<file path="config.mk">
export PLATFORM = sky130hd
export DESIGN_NAME = scpu_io_bridge
export DESIGN_NICKNAME = d
export VERILOG_FILES = /design/src/rtl/scpu_io_pkg.sv /design/src/rtl/scpu_out_fifo.sv /design/src/rtl/scpu_io_bridge.sv
export SDC_FILE = /design/constraint.sdc
export NUM_CORES = 1
export LEC_CHECK = 0
export ABC_AREA = 1
export CAP_MARGIN = 10
export CELL_PAD_IN_SITES_DETAIL_PLACEMENT = 0
export CELL_PAD_IN_SITES_GLOBAL_PLACEMENT = 1
export CORE_ASPECT_RATIO = 0.8
export CORE_UTILIZATION = 30
export DETAILED_ROUTE_END_ITERATION = 7
export PLACE_DENSITY_LB_ADDON = 0.1
export RECOVER_POWER = 50
export SLEW_MARGIN = 20
export SYNTH_ARGS = -nofsm -noshare
export SYNTH_HDL_FRONTEND = slang
export SYNTH_SLANG_ARGS = --single-unit
</file>
<file path="constraint.sdc">
create_clock -name clk -period 1.9 [get_ports clk]
set_clock_uncertainty 0.1 [all_clocks]
set_input_delay 0.38 -clock clk [delete_from_list [all_inputs] [get_ports clk]]
set_output_delay 0.38 -clock clk [all_outputs]
set_load 0.005 [all_outputs]
</file>
<file path="src/rtl/scpu_io_pkg.sv">
// Shared constants and helpers for the SCPU external I/O bridge.
// Occupancy codes describe the output FIFO state, derived from its count.
package scpu_io_pkg;

  localparam int DEF_DATA_W    = 8;
  localparam int DEF_OUT_DEPTH = 4;

  localparam logic [1:0] OCC_EMPTY   = 2'd0;
  localparam logic [1:0] OCC_PARTIAL = 2'd1;
  localparam logic [1:0] OCC_FULL    = 2'd2;

  // The channel index needs at least one bit, even when there is only one channel.
  function automatic int ch_idx_w(input int n);
    return (n > 1) ? $clog2(n) : 1;
  endfunction

endpackage

</file>
<file path="src/rtl/scpu_out_fifo.sv">
// CPU-to-pin output FIFO. The head is registered state, and it reads as zero when the FIFO is empty.
// A write into a full FIFO is dropped and sets a sticky overflow flag.
module scpu_out_fifo
  import scpu_io_pkg::*;
#(
  parameter int DATA_W    = DEF_DATA_W,
  parameter int OUT_DEPTH = DEF_OUT_DEPTH
) (
  input  logic              clk,
  input  logic              rst,
  input  logic              push,
  input  logic [DATA_W-1:0] push_data,
  input  logic              pop,
  input  logic              clr_overflow,
  output logic              full,
  output logic              empty,
  output logic [DATA_W-1:0] head,
  output logic              overflow
);

  localparam int PW = $clog2(OUT_DEPTH);
  localparam int CW = $clog2(OUT_DEPTH + 1);

  logic [OUT_DEPTH-1:0][DATA_W-1:0] mem;
  logic [PW-1:0]                    wr_ptr, rd_ptr;
  logic [CW-1:0]                    count;
  logic [1:0]                       occ;
  logic                             do_push, do_pop, drop;

  always_comb begin
    occ = OCC_PARTIAL;
    if (count == '0)                 occ = OCC_EMPTY;
    else if (count == CW'(OUT_DEPTH)) occ = OCC_FULL;
  end

  assign full  = (occ == OCC_FULL);
  assign empty = (occ == OCC_EMPTY);

  // Full is judged on the pre-pop count, so a write while full is dropped even if a pop happens in the same cycle.
  assign do_push = push && !full;
  assign do_pop  = pop && !empty;
  assign drop    = push && full;

  assign head = empty ? '0 : mem[rd_ptr];

  always_ff @(posedge clk) begin
    if (rst) begin
      wr_ptr   <= '0;
      rd_ptr   <= '0;
      count    <= '0;
      overflow <= 1'b0;
    end else begin
      if (do_push) wr_ptr <= wr_ptr + 1'b1;
      if (do_pop)  rd_ptr <= rd_ptr + 1'b1;
      count    <= count + CW'(do_push) - CW'(do_pop);
      overflow <= drop | (overflow & ~clr_overflow);
    end
  end

  always_ff @(posedge clk) begin
    if (!rst && do_push) mem[wr_ptr] <= push_data;
  end

endmodule

</file>
<file path="src/rtl/scpu_io_bridge.sv">
// External I/O bridge for the SCPU core. It samples the input channels and keeps a sticky change flag for each one.
// CPU writes go out to the pins through a small valid/ready FIFO.
module scpu_io_bridge
  import scpu_io_pkg::*;
#(
  parameter int DATA_W    = DEF_DATA_W,
  parameter int IN_CH     = 4,
  parameter int OUT_DEPTH = DEF_OUT_DEPTH,
  localparam int CHW      = ch_idx_w(IN_CH)
) (
  input  logic                    clk,
  input  logic                    rst,
  input  logic [IN_CH*DATA_W-1:0] ext_in,
  input  logic                    cpu_rd,
  input  logic [CHW-1:0]          cpu_ch,
  output logic [DATA_W-1:0]       cpu_rd_data,
  output logic                    cpu_rd_valid,
  output logic [IN_CH-1:0]        in_changed,
  input  logic                    cpu_wr,
  input  logic [DATA_W-1:0]       cpu_wr_data,
  output logic                    cpu_wr_ready,
  output logic [DATA_W-1:0]       ext_out,
  output logic                    ext_out_valid,
  input  logic                    ext_out_ready,
  output logic                    out_overflow,
  input  logic                    clr_overflow
);

  logic [IN_CH-1:0][DATA_W-1:0] in_q, prev_q;
  logic                         ch_ok;
  logic                         full, empty;

  assign ch_ok = (int'(cpu_ch) < IN_CH);

  always_ff @(posedge clk) begin
    if (rst) begin
      in_q   <= '0;
      prev_q <= '0;
    end else begin
      in_q   <= ext_in;
      prev_q <= in_q;
    end
  end

  // When a change and a read of the same channel fall in one cycle, the change wins, so the new value is not missed.
  for (genvar k = 0; k < IN_CH; k++) begin : g_chg
    logic set_k, clr_k;
    assign set_k = (in_q[k] != prev_q[k]);
    assign clr_k = cpu_rd && ch_ok && (cpu_ch == CHW'(k));
    always_ff @(posedge clk) begin
      if (rst) in_changed[k] <= 1'b0;
      else     in_changed[k] <= set_k | (in_changed[k] & ~clr_k);
    end
  end

  always_ff @(posedge clk) begin
    if (rst) begin
      cpu_rd_data  <= '0;
      cpu_rd_valid <= 1'b0;
    end else begin
      cpu_rd_valid <= cpu_rd;
      if (cpu_rd) cpu_rd_data <= ch_ok ? in_q[cpu_ch] : '0;
    end
  end

  scpu_out_fifo #(
    .DATA_W   (DATA_W),
    .OUT_DEPTH(OUT_DEPTH)
  ) u_fifo (
    .clk         (clk),
    .rst         (rst),
    .push        (cpu_wr),
    .push_data   (cpu_wr_data),
    .pop         (ext_out_ready),
    .clr_overflow(clr_overflow),
    .full        (full),
    .empty       (empty),
    .head        (ext_out),
    .overflow    (out_overflow)
  );

  assign cpu_wr_ready  = !full;
  assign ext_out_valid = !empty;

endmodule

</file>
# After elaboration in Yosys (flattened, before gate mapping)
# Index checks and enable logic that the tools add are counted.
[word_totals] ff_bits=117 elab_cells=79 inputBits=48 out_inout_bits=24
[op_classes] add_sub_neg=4 n_eq_ne=9 reduce_logical=15 muxes=10 n_lt_le_gt_ge=4 bitwise_logic=15
[ops] op="binary-select mux 8 bit (select 2 bit)" n=2
[ops] op="bitwise mux 32 bit" n=1
[ops] op="two-way mux 8 bit" n=4
[ops] op="inequality test 8 bit" n=4
[ops] op="demux 8 bit (select 2 bit)" n=1
[ops] op="logical AND 1 bit" n=9
[ops] op="< comparator 2 x 3 -> 1 bit, second input constant" n=3
[ops] op="== test 2 bit, second input constant" n=3
[ops] op="bitwise AND 1 bit" n=5
[ops] op="NOT 1 bit" n=5
[ops] op="OR 1 bit" n=5
[ops] op="adder 2 x 1 -> 2 bit, second input constant" n=2
[ops] op="zero test 2 bit" n=2
[ops] op="two-way mux 2 bit" n=2
[ops] op="adder 3 x 1 -> 3 bit" n=1
[ops] op="== test 3 bit, second input constant" n=1
[ops] op="zero test 1 bit" n=3
[ops] op="zero test 3 bit" n=1
[ops] op="subtractor 3 x 1 -> 3 bit" n=1
[ops] op="== test 2 x 1 -> 1 bit, second input constant" n=1
[ops] op="greater-or-equal comparator 2 x 1 -> 1 bit, second input constant" n=1

# Depth between registers and ports, before layout
[depth] depth_word=8 mapped_depth=12 ltp_nobuf=12

# Cells and area by module
# Synthesis repeated with hierarchy kept, for this count alone.
[hier_totals] hier_cells=614 area_unflattened_um2=4804.6
[modules_own_cells] module="scpu_io_bridge" area_per_inst_um2=2946.6 seq_area_each_um2=1541.5 instances=1 cells_each=415
[modules_own_cells] module="scpu_out_fifo" area_per_inst_um2=1858.0 seq_area_each_um2=1121.1 instances=1 cells_each=199

# Worst setup path after synthesis
# Ideal clock, no wire load.
[synth_path] path_type="register to register" startpoint="register u_fifo.count[1]" endpoint="register u_fifo.count[2]" arrival_ps=1704 path_stages_with_launch=13 n_path_buf=0 setup_ps=70 period_less_slack_ps=1874 t_required_ps=1730 setup_slack_ps=26 cell_sequence="dfxtp_1 nor2_1 nand2_2 nand2_2 inv_2 ha_1 inv_1 ha_1 inv_1 fa_1 inv_1 o21ai_0 a21oi_1"
[synth_between] word_cells_on_any_way=12 cone_classes="add/sub: 2; eq/ne: 2; mux: 2; reduce/logical: 6"
[synth_lines] item="from (decl)" line="scpu_out_fifo.sv:26" rtl="logic [CW-1:0] count;"
[synth_lines] item="from (signal assigned)" line="scpu_out_fifo.sv:55" rtl="count <= count + CW'(do_push) - CW'(do_pop);"
[synth_lines] item="== test 3 bit" line="scpu_out_fifo.sv:33" rtl="else if (count == CW'(OUT_DEPTH)) occ = OCC_FULL;"
[synth_lines] item="two-way mux 2 bit" line="scpu_out_fifo.sv:33"
[synth_lines] item="two-way mux 2 bit *" line="scpu_out_fifo.sv:32" rtl="if (count == '0) occ = OCC_EMPTY;"
[synth_lines] item="zero test 2 bit *" line="scpu_out_fifo.sv:37" rtl="assign empty = (occ == OCC_EMPTY);"
[synth_lines] item="zero test 1 bit *"
[synth_lines] item="via ext_out_valid" line="scpu_io_bridge.sv:23" rtl="output logic ext_out_valid,"
[synth_lines] item="logical AND 1 bit *" line="scpu_out_fifo.sv:41" rtl="assign do_pop = pop && !empty;"
[synth_lines] item="via u_fifo.do_pop" line="scpu_out_fifo.sv:28" rtl="logic do_push, do_pop, drop;"
[synth_lines] item="subtractor 3 x 1 -> 3 bit *" line="scpu_out_fifo.sv:55"
# The timed path passes the listed nets; every way through them passes the cells marked *.
# A chain may end at the register's enable or synchronous reset.

# Worst setup path in the final report
[layout_path] startpoint="register u_fifo.rd_ptr[0]" endpoint="output ext_out[3]"
[layout_between] elab_chain_cells=3
[layout_lines] item="from (decl)" line="scpu_out_fifo.sv:25" rtl="logic [PW-1:0] wr_ptr, rd_ptr;"
[layout_lines] item="from (signal assigned)" line="scpu_out_fifo.sv:54" rtl="if (do_pop) rd_ptr <= rd_ptr + 1'b1;"
[layout_lines] item="binary-select mux 8 bit (select 2 bit)" line="scpu_out_fifo.sv:44" rtl="assign head = empty ? '0 : mem[rd_ptr];"
[layout_lines] item="two-way mux 8 bit (not written as such)" line="scpu_out_fifo.sv:44"
[layout_lines] item="two-way mux 8 bit" line="scpu_out_fifo.sv:44"
[layout_lines] item="to (decl)" line="scpu_io_bridge.sv:22" rtl="output logic [DATA_W-1:0] ext_out,"
# No other way between the ends. The select of a mux whose other input is x is not followed.

==> reports/summary.md <==
The flow ran to the end, but the final reports show violations. The final reports fail on setup timing. A synthesized cell averages 8.17 um^2. The xor/xnor cell area share of the yosys netlist was 2.45%. For this run, the total global-route usage over all layers was measured as 14.6%.

For the worst setup path, the data arrival time is 1480 ps. Port buffering added 71 buffers. The tools report the nature of the critical path endpoint as an output pin.

For hold timing, the worst endpoint is prev_q[15]$_SDFF_PP0_. The worst path uses 103% of the clock period. In the final timing run, aggregate negative setup slack is -193 ps.

The logs give 0 for the sum of overflow across all layers after global routing and 730 for the layout net count. The logs give 4 for the total iterations of the first detailed-routing run and 17.4 mm for the wire length of the first global-routing pass. For the reported max-cap violation count, the log shows 0. Across all hold checks on the routed design, the worst slack comes to 349 ps. Ranked by total cell area, the synthesized netlist is headed by sky130_fd_sc_hd__dfxtp_1, sky130_fd_sc_hd__edfxtp_1, sky130_fd_sc_hd__nor2_1. The number of remaining DRC errors was 0; the synthesized net count was 625. The number of buffers inserted during clock tree synthesis was 17.

In this run the cell area of the synthesized design comes to 0.00465 mm^2. The clock-pin slew on the worst setup and hold paths was 50 ps. The routed via count divided by cell count was 4.04; the die outline width was 141 um. For the weighted congestion at the end of routability-driven global placement, the log shows 0.734.

For the worst-skew pair later-pin latency, the log shows 410 ps. The post-place instance area was 0.00569 mm^2. Counting instances, the worst hold path has a depth of 2. The worst path in the final design needs a cycle of 1960 ps, including I/O delays and setup.

Counting every instance in the synthesized netlist gives 570. The worst endpoint required time was 1420 ps. The run gives 0.510 GHz as the timing-limited maximum frequency. The number of different library cells used by synthesis comes to 25. At the pin with the least slew margin, the transition time is 1110 ps. The multiplexer share of the synthesized area is 0%, and the count of antenna diodes in the layout is 0.

For this design the static power due to leakage is 2.88 nW. STA classifies the critical path startpoint as a flop. For the placed wire-length estimate after detailed placement, the log shows 7.46 mm. The largest net degree at the start of global routing came out at 50. The run gives -60.3 ps as the slack of the critical path.

Proportion of synthesized flip-flops having asynchronous set or reset: 0%. The tools report the initial detailed-routing violation count as 174. The run gives 8 as the number of failing setup endpoints in the final timing report.

The launch instance of the worst min-delay path is in_q[15]$_SDFF_PP0_. The via total after detailed routing is 3630. The clock passes through at most 2 buffers. The area of all placed cells without fillers was 0.00644 mm^2; the global routing met1 resource utilization was 19.1%.

Die area: 0.0160 mm^2. TritonCTS built the clock tree. The number of register bits inferred by synthesis is 117, and the warning count from the yosys run is 0.

The remaining antenna violation count was 0. The tools report the global-route track usage on met3 as 4.95%. The biggest area contributor in the post-synthesis netlist is sky130_fd_sc_hd__dfxtp_1. For this design, the sink count on the clock tree is 117. The post-route non-filler standard cell count was 898. The main combinational cell family by area after synthesis was simple AND/OR/NAND/NOR gates. Power spread over the standard cell area amounts to 1190 mW/mm^2. The total wirelength of the detailed-routed design was 10.7 mm; the fraction of the mapped netlist area in adder cells was 2.04%. Sequential elements use 57.2% of the synthesized area. The worst register-to-register path ends at u_fifo.count[1]$_SDFF_PP0_.

The die is 113 um tall. By startpoint and endpoint, the worst setup path is classified as reg2out. The run gives 30 ps as the slack of the worst reg-to-reg path.

The floorplan row count is 40. The worst register-to-register path begins at u_fifo.count[2]$_SDFF_PP0_. The number of global-route vias before repair was 3524.

The min-delay analysis places its worst path in the category reg2reg. Cells with a size suffix above 1 make up 12.4% of the layout. For this run, global-route usage on met2 was measured as 22.7%. The worst register-to-register path has a depth of 10. The core footprint was 0.0151 mm^2; the post-synthesis simple-gate area fraction was 21.0%. In the final routed layout, each cell accounts on average for 11.9 um. Layer carrying the most global-route usage: met2. VDD sags by at most 0.637 mV. The run gives 0 as the initial antenna violation count. Summing the areas of all compound-gate instances in the mapped netlist gives 6.21% of the synthesized area.

Setup repair after global routing could not meet its margin everywhere. The area added between synthesis and finish is 38.3%. CTS placed an instance of sky130_fd_sc_hd__clkbuf_16 at the clock tree root. The H-tree depth is 4, and the final count of pins violating max slew is 0. For this run, the leading register cell type out of synthesis is sky130_fd_sc_hd__dfxtp_1. The synthesized design contains 32 enable-type register cells. The maximum fanout along the worst path is 6. Pin placement for this block handled 72 I/O pins.

The hold violation total from the final report is 0. The effective utilization at floorplan is 30.9%. The tools report the max-slew headroom at the worst pin as 26.1%. The cell count after placement came out at 857. The share of the synthesized area in the top cell type was 36.6%.
[placed cells by master (no fill, tap or decap), types with 8 or more instances in the layout]
cell type / netlist / final
sky130_fd_sc_hd__a21oi_1: 13 / 13
sky130_fd_sc_hd__buf_2: 10 / 8
sky130_fd_sc_hd__nor2_1: 146 / 140
sky130_fd_sc_hd__inv_1: 107 / 104
sky130_fd_sc_hd__clkdlybuf4s50_1: 0 / 52
sky130_fd_sc_hd__o21ai_0: 31 / 23
sky130_fd_sc_hd__dlygate4sd3_1: 0 / 8
sky130_fd_sc_hd__dfxtp_1: 85 / 82
sky130_fd_sc_hd__buf_4: 0 / 21
sky130_fd_sc_hd__nand3_1: 10 / 10
sky130_fd_sc_hd__clkbuf_16: 0 / 17
sky130_fd_sc_hd__xor2_1: 12 / 12
sky130_fd_sc_hd__nand2_1: 89 / 89
sky130_fd_sc_hd__o21ai_1: 10 / 17
sky130_fd_sc_hd__nor2_2: 2 / 8
sky130_fd_sc_hd__edfxtp_1: 32 / 32
[Yosys cell counts, types with 2 or more instances]
cell type and instances:
sky130_fd_sc_hd__nor2_1 146, sky130_fd_sc_hd__inv_1 107, sky130_fd_sc_hd__nand2_1 89, sky130_fd_sc_hd__dfxtp_1 85, sky130_fd_sc_hd__edfxtp_1 32, sky130_fd_sc_hd__o21ai_0 31, sky130_fd_sc_hd__a21oi_1 13, sky130_fd_sc_hd__xor2_1 12
sky130_fd_sc_hd__buf_2 10, sky130_fd_sc_hd__nand3_1 10, sky130_fd_sc_hd__o21ai_1 10, sky130_fd_sc_hd__ha_1 6, sky130_fd_sc_hd__o22ai_1 3, sky130_fd_sc_hd__buf_6 2, sky130_fd_sc_hd__nand2_2 2, sky130_fd_sc_hd__nor2_2 2
sky130_fd_sc_hd__nor3_1 2
[logic make-up after synthesis]
| family | count (synthesis) |
|---|---|
| XOR/XNOR | 13 |
| adder cells (fa/ha/maj) | 7 |
| buffers and inverters | 124 |
| AND/OR/NAND/NOR | 252 |
| AO/OA/AOI/OAI | 57 |
| flip-flops | 117 |
[sequential cells by signal (all words and copies together), names as in the netlist]
name / flops
in_q: 32
prev_q: 32
u_fifo.mem: 32
cpu_rd_data: 8
in_changed: 4
u_fifo.count: 3
u_fifo.rd_ptr: 2
u_fifo.wr_ptr: 2
cpu_rd_valid: 1
u_fifo.overflow: 1
[cell type report]
class / instances / area, um^2
repair buffers: 98 / 902
flip-flops and latches: 117 / 2670
fillers: 1521 / 8630
repair inverters: 2 / 27.5
clock buffers: 19 / 433
multi-input cells: 329 / 1530
well taps: 210 / 263
inverters: 110 / 429
clock inverters: 13 / 186
[report_power, final]
group / switching (mW) / internal [mW] / total [mW]
logic: 0.767 / 0.728 / 1.49
clock network: 1.06 / 2.29 / 3.35
registers: 0.0970 / 2.74 / 2.84
[worst max path at each step]
stage / startpoint / end / depth (start not counted)
2_1_floorplan: u_fifo.count[1]$_SDFF_PP0_ / u_fifo.count[2]$_SDFF_PP0_ / 12
3_3_place_gp: ext_out_ready / u_fifo.count[2]$_SDFF_PP0_ / 11
3_5_place_dp: ext_out_ready / u_fifo.count[2]$_SDFF_PP0_ / 11
4_1_cts: u_fifo.rd_ptr[0]$_SDFFE_PP0P_ / ext_out[3] / 6
5_1_grt: u_fifo.rd_ptr[0]$_SDFFE_PP0P_ / ext_out[1] / 6
6_report: u_fifo.rd_ptr[0]$_SDFFE_PP0P_ / ext_out[3] / 6
[routing by layer]
layer,vias to the layer above,wire [um]
met5,-,0
met2,70,4820
met4,0,85
li1,1925,-
met1,1628,5320
met3,7,461
[worst max-delay path, stage by stage, from the launching register on]
cell,delay (ps)
sky130_fd_sc_hd__dfxtp_4,360
sky130_fd_sc_hd__buf_16,140
sky130_fd_sc_hd__buf_12,150
sky130_fd_sc_hd__inv_16,60
sky130_fd_sc_hd__o21ai_1,60
sky130_fd_sc_hd__a21oi_1,170
sky130_fd_sc_hd__buf_2,140
[repair_timing]
item,in CTS,in global routing
gates cloned,3,0
pin swaps,12,9
resized for setup,56,14
hold buffers,0,0
setup buffers,6,1
setup endpoints to repair,10,11
[per-stage QoR]
stage | total power [mW] | setup WS, ps | util (%)
after floorplan | 3.58 | 26.0 | -
after global placement | 4.22 | -299 | 37.8
after detailed placement | 4.23 | -305 | 37.8
after CTS | 7.71 | -89.6 | 42.6
after global routing | 8.10 | -157 | 42.7
final | 7.69 | -60.3 | 42.7
Note: power is estimated with default switching activity, not from simulation.
